`config.mk`:
```
export PLATFORM = sky130hd
export DESIGN_NAME = psr_ctrl_flat
export DESIGN_NICKNAME = d
export VERILOG_FILES = /design/src/rtl/psr_ctrl_pkg.sv /design/src/rtl/psr_ctrl_if.sv /design/src/rtl/psr_spsr_bank.sv /design/src/rtl/psr_ctrl.sv /design/src/flat_wrapper.sv
export SDC_FILE = /design/constraint.sdc
export NUM_CORES = 1
export LEC_CHECK = 0
export CAP_MARGIN = 25
export CORE_MARGIN = 4
export CORE_UTILIZATION = 53
export DETAILED_ROUTE_END_ITERATION = 10
export GPL_ROUTABILITY_DRIVEN = 0
export HOLD_SLACK_MARGIN = 0.05
export PLACE_DENSITY = 0.82
export SLEW_MARGIN = 10
export SYNTH_ARGS = -nofsm -noshare
export SYNTH_HDL_FRONTEND = slang
export SYNTH_SLANG_ARGS = --single-unit
```
`constraint.sdc`:
```
create_clock -name clk -period 2.9 [get_ports clk]
set_input_delay 0.29 -clock clk [delete_from_list [all_inputs] [get_ports clk]]
set_output_delay 0.29 -clock clk [all_outputs]
set_load 0.005 [all_outputs]
```
`src/rtl/psr_ctrl_pkg.sv`:
```
// Shared definitions for the PSR controller: mode encodings, exception codes,
// vector offsets, FSM state codes and the CPSR reset value.
package psr_ctrl_pkg;

  localparam logic [4:0] MODE_USR = 5'b10000;
  localparam logic [4:0] MODE_FIQ = 5'b10001;
  localparam logic [4:0] MODE_IRQ = 5'b10010;
  localparam logic [4:0] MODE_SVC = 5'b10011;
  localparam logic [4:0] MODE_ABT = 5'b10111;
  localparam logic [4:0] MODE_UND = 5'b11011;
  localparam logic [4:0] MODE_SYS = 5'b11111;

  localparam logic [2:0] EXC_UNDEF = 3'd0;
  localparam logic [2:0] EXC_SVC   = 3'd1;
  localparam logic [2:0] EXC_PABT  = 3'd2;
  localparam logic [2:0] EXC_DABT  = 3'd3;
  localparam logic [2:0] EXC_IRQ   = 3'd4;
  localparam logic [2:0] EXC_FIQ   = 3'd5;

  localparam logic [31:0] CPSR_RESET = 32'h0000_01D3;
  localparam logic [3:0]  LINK_REG   = 4'd14;

  typedef enum logic [1:0] {
    ST_IDLE = 2'd0,
    ST_SAVE = 2'd1,
    ST_LINK = 2'd2,
    ST_VECT = 2'd3
  } state_t;

  typedef enum logic [2:0] {
    BANK_FIQ,
    BANK_IRQ,
    BANK_SVC,
    BANK_ABT,
    BANK_UND,
    BANK_NONE
  } bank_t;

  function automatic logic exc_valid(input logic [2:0] t);
    return t <= EXC_FIQ;
  endfunction

  function automatic logic [4:0] exc_mode(input logic [2:0] t);
    case (t)
      EXC_UNDEF:          return MODE_UND;
      EXC_SVC:            return MODE_SVC;
      EXC_PABT, EXC_DABT: return MODE_ABT;
      EXC_IRQ:            return MODE_IRQ;
      EXC_FIQ:            return MODE_FIQ;
      default:            return MODE_SVC;
    endcase
  endfunction

  function automatic logic [31:0] exc_vector(input logic [2:0] t);
    case (t)
      EXC_UNDEF: return 32'h04;
      EXC_SVC:   return 32'h08;
      EXC_PABT:  return 32'h0C;
      EXC_DABT:  return 32'h10;
      EXC_IRQ:   return 32'h18;
      EXC_FIQ:   return 32'h1C;
      default:   return 32'h00;
    endcase
  endfunction

  function automatic bank_t mode_bank(input logic [4:0] m);
    case (m)
      MODE_FIQ: return BANK_FIQ;
      MODE_IRQ: return BANK_IRQ;
      MODE_SVC: return BANK_SVC;
      MODE_ABT: return BANK_ABT;
      MODE_UND: return BANK_UND;
      default:  return BANK_NONE;
    endcase
  endfunction

  function automatic logic mode_known(input logic [4:0] m);
    return (mode_bank(m) != BANK_NONE) || (m == MODE_USR) || (m == MODE_SYS);
  endfunction

endpackage

```
`src/rtl/psr_ctrl_if.sv`:
```
// Exception, PSR-write and register-file port bundle of the PSR controller.
interface psr_ctrl_if;
  logic        exc_req;
  logic [2:0]  exc_type;
  logic [31:0] exc_ret_addr;
  logic        exc_ack;
  logic        eret;
  logic        msr_we;
  logic        msr_spsr;
  logic [31:0] msr_data;
  logic [4:0]  M;
  logic [31:0] cpsr;
  logic [31:0] spsr;
  logic        write_reg;
  logic [3:0]  w_addr;
  logic [31:0] w_data;
  logic        write_pc;
  logic [31:0] pc_data;
  logic        busy;

  modport master (
    output exc_req, exc_type, exc_ret_addr, eret, msr_we, msr_spsr, msr_data,
    input  exc_ack, M, cpsr, spsr, write_reg, w_addr, w_data, write_pc, pc_data, busy
  );

  modport slave (
    input  exc_req, exc_type, exc_ret_addr, eret, msr_we, msr_spsr, msr_data,
    output exc_ack, M, cpsr, spsr, write_reg, w_addr, w_data, write_pc, pc_data, busy
  );
endinterface

```
`src/rtl/psr_spsr_bank.sv`:
```
// Five banked SPSRs (fiq, irq, svc, abt, und) with mode-indexed write and read;
// modes without a bank read as zero and ignore writes.
module psr_spsr_bank
  import psr_ctrl_pkg::*;
(
  input  logic        clk,
  input  logic        rst,
  input  logic        we,
  input  logic [4:0]  wmode,
  input  logic [31:0] wdata,
  input  logic [4:0]  rmode,
  output logic [31:0] rdata
);

  logic [31:0] fiq_q, irq_q, svc_q, abt_q, und_q;

  always_ff @(posedge clk or negedge rst) begin
    if (!rst) begin
      fiq_q <= '0;
      irq_q <= '0;
      svc_q <= '0;
      abt_q <= '0;
      und_q <= '0;
    end else if (we) begin
      case (mode_bank(wmode))
        BANK_FIQ: fiq_q <= wdata;
        BANK_IRQ: irq_q <= wdata;
        BANK_SVC: svc_q <= wdata;
        BANK_ABT: abt_q <= wdata;
        BANK_UND: und_q <= wdata;
        default:  ;
      endcase
    end
  end

  always_comb begin
    rdata = '0;
    case (mode_bank(rmode))
      BANK_FIQ: rdata = fiq_q;
      BANK_IRQ: rdata = irq_q;
      BANK_SVC: rdata = svc_q;
      BANK_ABT: rdata = abt_q;
      BANK_UND: rdata = und_q;
      default:  rdata = '0;
    endcase
  end

endmodule

```
`src/rtl/psr_ctrl.sv`:
```
// PSR controller: CPSR, banked SPSRs, exception entry sequencing, eret and MSR.
// state | meaning
// IDLE  | accept exception / eret / msr
// SAVE  | SPSR[target] <= CPSR, CPSR switches to target mode
// LINK  | write return address to banked r14
// VECT  | write vector to PC, pulse exc_ack
module psr_ctrl
  import psr_ctrl_pkg::*;
(
  input  logic        clk,
  input  logic        rst,
  psr_ctrl_if.slave   bus
);

  state_t      state_q, state_d;
  logic [31:0] cpsr_q, cpsr_d;
  logic [2:0]  type_q;
  logic [31:0] addr_q;
  logic [31:0] spsr_rd;
  logic        bank_we;
  logic [4:0]  bank_mode;
  logic [31:0] bank_wdata;
  logic [4:0]  cur_mode;
  logic        has_spsr;
  logic        masked;
  logic        accept;

  assign cur_mode = cpsr_q[4:0];
  assign has_spsr = mode_bank(cur_mode) != BANK_NONE;
  assign masked   = ((bus.exc_type == EXC_IRQ) && cpsr_q[7]) ||
                    ((bus.exc_type == EXC_FIQ) && cpsr_q[6]);
  assign accept   = (state_q == ST_IDLE) && bus.exc_req && exc_valid(bus.exc_type) && !masked;

  psr_spsr_bank u_bank (
    .clk   (clk),
    .rst   (rst),
    .we    (bank_we),
    .wmode (bank_mode),
    .wdata (bank_wdata),
    .rmode (cur_mode),
    .rdata (spsr_rd)
  );

  always_ff @(posedge clk or negedge rst) begin
    if (!rst) begin
      state_q <= ST_IDLE;
      cpsr_q  <= CPSR_RESET;
      type_q  <= '0;
      addr_q  <= '0;
    end else begin
      state_q <= state_d;
      cpsr_q  <= cpsr_d;
      if (accept) begin
        type_q <= bus.exc_type;
        addr_q <= bus.exc_ret_addr;
      end
    end
  end

  always_comb begin
    state_d    = state_q;
    cpsr_d     = cpsr_q;
    bank_we    = 1'b0;
    bank_mode  = cur_mode;
    bank_wdata = bus.msr_data;
    case (state_q)
      ST_IDLE: begin
        // An asserted eret wins over msr_we even when it has no effect.
        if (accept) begin
          state_d = ST_SAVE;
        end else if (bus.eret) begin
          if (has_spsr) cpsr_d = spsr_rd;
        end else if (bus.msr_we) begin
          if (bus.msr_spsr) begin
            bank_we = has_spsr;
          end else if (cur_mode == MODE_USR) begin
            cpsr_d[31:28] = bus.msr_data[31:28];
          end else begin
            cpsr_d[31:5] = bus.msr_data[31:5];
            if (mode_known(bus.msr_data[4:0])) cpsr_d[4:0] = bus.msr_data[4:0];
          end
        end
      end
      ST_SAVE: begin
        state_d      = ST_LINK;
        bank_we      = 1'b1;
        bank_mode    = exc_mode(type_q);
        bank_wdata   = cpsr_q;
        cpsr_d[4:0]  = exc_mode(type_q);
        cpsr_d[7]    = 1'b1;
        cpsr_d[5]    = 1'b0;
        if (type_q == EXC_FIQ) cpsr_d[6] = 1'b1;
      end
      ST_LINK: state_d = ST_VECT;
      ST_VECT: state_d = ST_IDLE;
      default: state_d = ST_IDLE;
    endcase
  end

  assign bus.M         = cpsr_q[4:0];
  assign bus.cpsr      = cpsr_q;
  assign bus.spsr      = spsr_rd;
  assign bus.busy      = state_q != ST_IDLE;
  assign bus.write_reg = state_q == ST_LINK;
  assign bus.w_addr    = (state_q == ST_LINK) ? LINK_REG : 4'd0;
  assign bus.w_data    = (state_q == ST_LINK) ? addr_q : 32'd0;
  assign bus.write_pc  = state_q == ST_VECT;
  assign bus.pc_data   = (state_q == ST_VECT) ? exc_vector(type_q) : 32'd0;
  assign bus.exc_ack   = state_q == ST_VECT;

endmodule

```
`src/flat_wrapper.sv`:
```
// flat-port wrapper written by rule: the top's interface ports become plain ports
module psr_ctrl_flat import psr_ctrl_pkg::*;
  (clk, rst, bus_exc_req, bus_exc_type, bus_exc_ret_addr, bus_eret, bus_msr_we, bus_msr_spsr, bus_msr_data, bus_exc_ack, bus_M, bus_cpsr, bus_spsr, bus_write_reg, bus_w_addr, bus_w_data, bus_write_pc, bus_pc_data, bus_busy);
  psr_ctrl_if bus_i ();
  input  logic clk;
  input  logic rst;
  input wire logic [$bits(bus_i.exc_req)-1:0] bus_exc_req;
  input wire logic [$bits(bus_i.exc_type)-1:0] bus_exc_type;
  input wire logic [$bits(bus_i.exc_ret_addr)-1:0] bus_exc_ret_addr;
  input wire logic [$bits(bus_i.eret)-1:0] bus_eret;
  input wire logic [$bits(bus_i.msr_we)-1:0] bus_msr_we;
  input wire logic [$bits(bus_i.msr_spsr)-1:0] bus_msr_spsr;
  input wire logic [$bits(bus_i.msr_data)-1:0] bus_msr_data;
  output wire logic [$bits(bus_i.exc_ack)-1:0] bus_exc_ack;
  output wire logic [$bits(bus_i.M)-1:0] bus_M;
  output wire logic [$bits(bus_i.cpsr)-1:0] bus_cpsr;
  output wire logic [$bits(bus_i.spsr)-1:0] bus_spsr;
  output wire logic [$bits(bus_i.write_reg)-1:0] bus_write_reg;
  output wire logic [$bits(bus_i.w_addr)-1:0] bus_w_addr;
  output wire logic [$bits(bus_i.w_data)-1:0] bus_w_data;
  output wire logic [$bits(bus_i.write_pc)-1:0] bus_write_pc;
  output wire logic [$bits(bus_i.pc_data)-1:0] bus_pc_data;
  output wire logic [$bits(bus_i.busy)-1:0] bus_busy;
  assign bus_i.exc_req = bus_exc_req;
  assign bus_i.exc_type = bus_exc_type;
  assign bus_i.exc_ret_addr = bus_exc_ret_addr;
  assign bus_i.eret = bus_eret;
  assign bus_i.msr_we = bus_msr_we;
  assign bus_i.msr_spsr = bus_msr_spsr;
  assign bus_i.msr_data = bus_msr_data;
  assign bus_exc_ack = bus_i.exc_ack;
  assign bus_M = bus_i.M;
  assign bus_cpsr = bus_i.cpsr;
  assign bus_spsr = bus_i.spsr;
  assign bus_write_reg = bus_i.write_reg;
  assign bus_w_addr = bus_i.w_addr;
  assign bus_w_data = bus_i.w_data;
  assign bus_write_pc = bus_i.write_pc;
  assign bus_pc_data = bus_i.pc_data;
  assign bus_busy = bus_i.busy;
  psr_ctrl u_core (.clk(clk), .rst(rst), .bus(bus_i));
endmodule
```
==> impl_metrics.csv <==
group,metric,value,unit
route,drt-wirelength-per-cell,21.5,µm
clock_tree,h-tree-depth,1,
floorplanning,die_height,155,µm
floorplanning,top_level_ports,214,
setup_path,slowest_stage,"dfstp_2",
logic_synthesis,synthMostInstantiatedCell,"a21oi_1",
power,cellPowerDensity,1290,nW/µm²
logic_synthesis,synth.avg_cell_area,10.1,µm²
setup_path,critPathKind,"reg2out",
cells_and_area,syn_to_final_growth,30.6,%
logic_synthesis,synthDistinctLibCells,60,
grt,grt_pass1_vias,9980,
logic_synthesis,synth_area_leaders,"dfrtp_1 (49%), a21oi_1 (9.8%), mux2i_1 (8.8%)",
cells_and_area,layout.cell_area.non_filler,15000,µm²
placed_design,dp.final_hpwl,21300,µm
logic_synthesis,synth_top_area_frac,0.487,
route,detail-route-antenna-nets,0,
floorplanning,fp.dieW,155,µm
logic_synthesis,syn-instance-count,1131,
hold_path,timing.hold.worst.class,"in2async",
setup_path,critical_path.cell_chain,"buf_4 > nand4b_1 > nor2_1 > a211o_1 > clkdlybuf4s50_1",
timing,min_period_over_period,1.01,
outcome,failed_checks,"setup timing",
setup_path,worst_ep_arrival_time,2.63,ns
route,dr_wl_met3,3570,µm
timing,clock_skew,0.00878,ns
route,drt-met1-wl,13300,µm
clock_tree,clock_tree_from_tritoncts,"done",
route,via_count,10140,
floorplanning,initial_utilization,0.541,
clock_tree,clock_tree.root_cell,"clkbuf_16",
cells_and_area,final_nets,1406,
setup_path,timing.critical_path.buf_inv,2,
logic_synthesis,yosysWarnings,0,
route,dr_wl_met2,16800,µm
logic_synthesis,ys_seq_elements,229,
timing,final-max-slew-violation-count,0,
logic_synthesis,synth_simple_gate_area_frac,0.0794,
logic_synthesis,synth_top_family_by_area,"compound AO/OA/AOI/OAI gates",
logic_synthesis,synth_xor_xnor_area_share,0,
timing,finalWorstSetupSlack,-0.0184,ns
cells_and_area,drive_above_1_share,0.166,
logic_synthesis,seq_area_frac_synth,0.501,
route,count_of_unresolved_drc_violations_after_routing,0,
route,number_of_iterations_in_the_first_detailed_routing_pass,6,
clock_tree,clk_pin_slew_worst_paths,0.06,ns
timing,max_freq,0.343,GHz
setup_path,critical_path_peak_fanout,4,
logic_synthesis,async_flop_share,1.00,
logic_synthesis,synth_area,11500,µm²
clock_tree,worstSkewPairLatency,0.52,ns
logic_synthesis,yosys-mux-area-fraction,0.149,
setup_path,setup.worst_path.end_class,"primary output",
flow_run,drv_cap,0,
clock_tree,cts_inserted_buffers,25,
setup_path,crit_family,"buffers and inverters",
outcome,run_status,"finished with violations",
route,avgViaCountPerCell,6.25,
logic_synthesis,post-synth-top-area-cell,"dfrtp_1",
timing,tightest_slew,0.700,ns
cells_and_area,diodes,0,
placed_design,placement.cell_area,13600,µm²
setup_path,cp_data_required_time,2.61,ns
grt,grt_first_pass_wirelength,52900,µm
clock_tree,clock_sinks,229,
timing,final.min_clock_period,2.92,ns
floorplanning,num_rows,53,
power,finalPower,0.0192,W
floorplanning,die_area,24000,µm²
floorplanning,core-area,21200,µm²
grt,grt_antenna_before_repair,0,
power,leakagePower,6.86,nW
logic_synthesis,ys_top_cells_by_count,"a21oi_1 (224), dfrtp_1 (223), mux2i_1 (101)",
timing,final-setup-viol-count,1,
route,dr.first_iter.drc_count,1181,
logic_synthesis,synth_adder_area_share,0.00437,
logic_synthesis,synth_edf_count,0,
logic_synthesis,fraction_of_the_mapped_netlist_area_in_compound_gates,0.191,
grt,track_usage,0.270,
route,routed_wl,34900,µm
power,ir_worst_vdd,731,µV
setup_path,timing.critical_path.slowest_cell_delay,0.58,ns
timing,timing.final.hold_violations,0,
logic_synthesis,synth_top_flop_cell,"dfrtp_1",
placed_design,post-place-cells,1541,
cells_and_area,postLayoutCoreUtil,0.707,
placed_design,numPortBuffers,183,
timing,timing.max_slew.rel_slack,0.520,
setup_path,critPathLaunchType,"flop",
grt,maximum_number_of_pins_on_one_net_before_global_route_repair,92,
timing,rsz_0062_raised_after_global_routing,"yes",
grt,grt_ovf,0,
clock_tree,clk_path_buf_depth,3,
cells_and_area,stdcell_count,1622,
route,highest-signal-layer,"met4",
[worst paths after layout]
path	to	start	cells after the start	slack, ns
max	bus_spsr[6]	u_core.bus.cpsr[4]	5	-0.02
min	u_core.bus.cpsr[17]	rst	2	0.38
max reg2reg	u_core.u_bank.abt_q[4]	u_core.bus.cpsr[0]	7	0.19
min reg2reg	u_core.addr_q[16]	u_core.addr_q[16]	1	0.50
max in group asynchronous	u_core.bus.cpsr[8]	rst	3	1.76
min in group clk	u_core.addr_q[16]	bus_exc_ret_addr[16]	2	0.38
[cells by family after synthesis]
logic type / Yosys count
AOI/OAI and AO/OA: 385
adders and majority gates: 4
buffers and inverters: 170
DFF: 229
muxes: 163
other: 1
and+or+nand+nor: 179
[layer usage]
metal / track usage / up-vias
met3: 0.0445 / 119
met1: 0.356 / 4995
met4: 0.0963 / 0
met2: 0.453 / 669
met5: 0 / -
li1: - / 4357
[placed cells by master (no fill, tap or decap), drive strengths merged, types with 3 or more instances in the layout]
cell type,count
nand3b,3
bufinv,4
mux2i,101
dlygate4sd2,13
clkinvlp,3
nand2b,8
o22ai,5
o31a,3
nor3,4
clkinv,7
a221oi,3
o21ai,73
nor2b,5
nand3,9
dfrtp,223
conb,30
a31oi,25
and2,37
nand4b,3
or3b,3
a22oi,26
clkdlybuf4s50,155
dlymetal6s2s,13
mux2,62
o31ai,3
nand2,34
dfstp,6
buf,85
a21oi,224
clkbuf,34
nor2,63
ha,4
a221o,7
inv,42
[final cells by class]
type / count / area (µm²)
Clock buffer: 31 / 698
Clock inverter: 14 / 185
Fill cell: 1446 / 6200
Inverter: 42 / 158
Multi-Input combinational cell: 761 / 5090
Sequential cell: 229 / 5740
Tap cell: 275 / 344
Timing Repair Buffer: 270 / 2740
[registers in the layout, summed over array words and instances, names as in the netlist]
register and count:
u_core.type_q 3, u_core.addr_q 32, u_core.u_bank.und_q 32, u_core.u_bank.abt_q 32, u_core.u_bank.svc_q 32, u_core.u_bank.irq_q 32, u_core.bus.cpsr 32, u_core.u_bank.fiq_q 32
u_core.state_q 2
[stage by stage]
step	worst slack, ns	setup TNS (ns)	hold slack, ns
floorplan	0.622	0	-0.00559
global placement	0.385	0	0.347
detailed placement	0.379	0	0.352
CTS	0.000520	0	0.369
global route	-0.0458	-0.144	0.380
finish	-0.0184	-0.0184	0.377
[power by group]
part	total [W]	switching, W	internal [W]
Clock	0.00340	0.00133	0.00206
Sequential	0.00590	0.00104	0.00485
Combinational	0.00995	0.00536	0.00459
[timing repair]
action,4_1_cts,5_1_grt
pin swaps,4,7
endpoints found under the hold margin,83,0
setup endpoints to repair,32,18
buffers inserted,16,15
hold buffers,1,0
cloned,2,3
gates resized for setup,36,23
[worst register-to-register path, stage by stage (launching register included)]
cell and delay (ns):
dfstp_2 0.58, buf_4 0.16, or3b_1 0.36, a221o_1 0.46, o31a_1 0.31, buf_4 0.21, o21ai_0 0.32, o21ai_1 0.15
No activity file was read; power rests on OpenSTA's default activity.
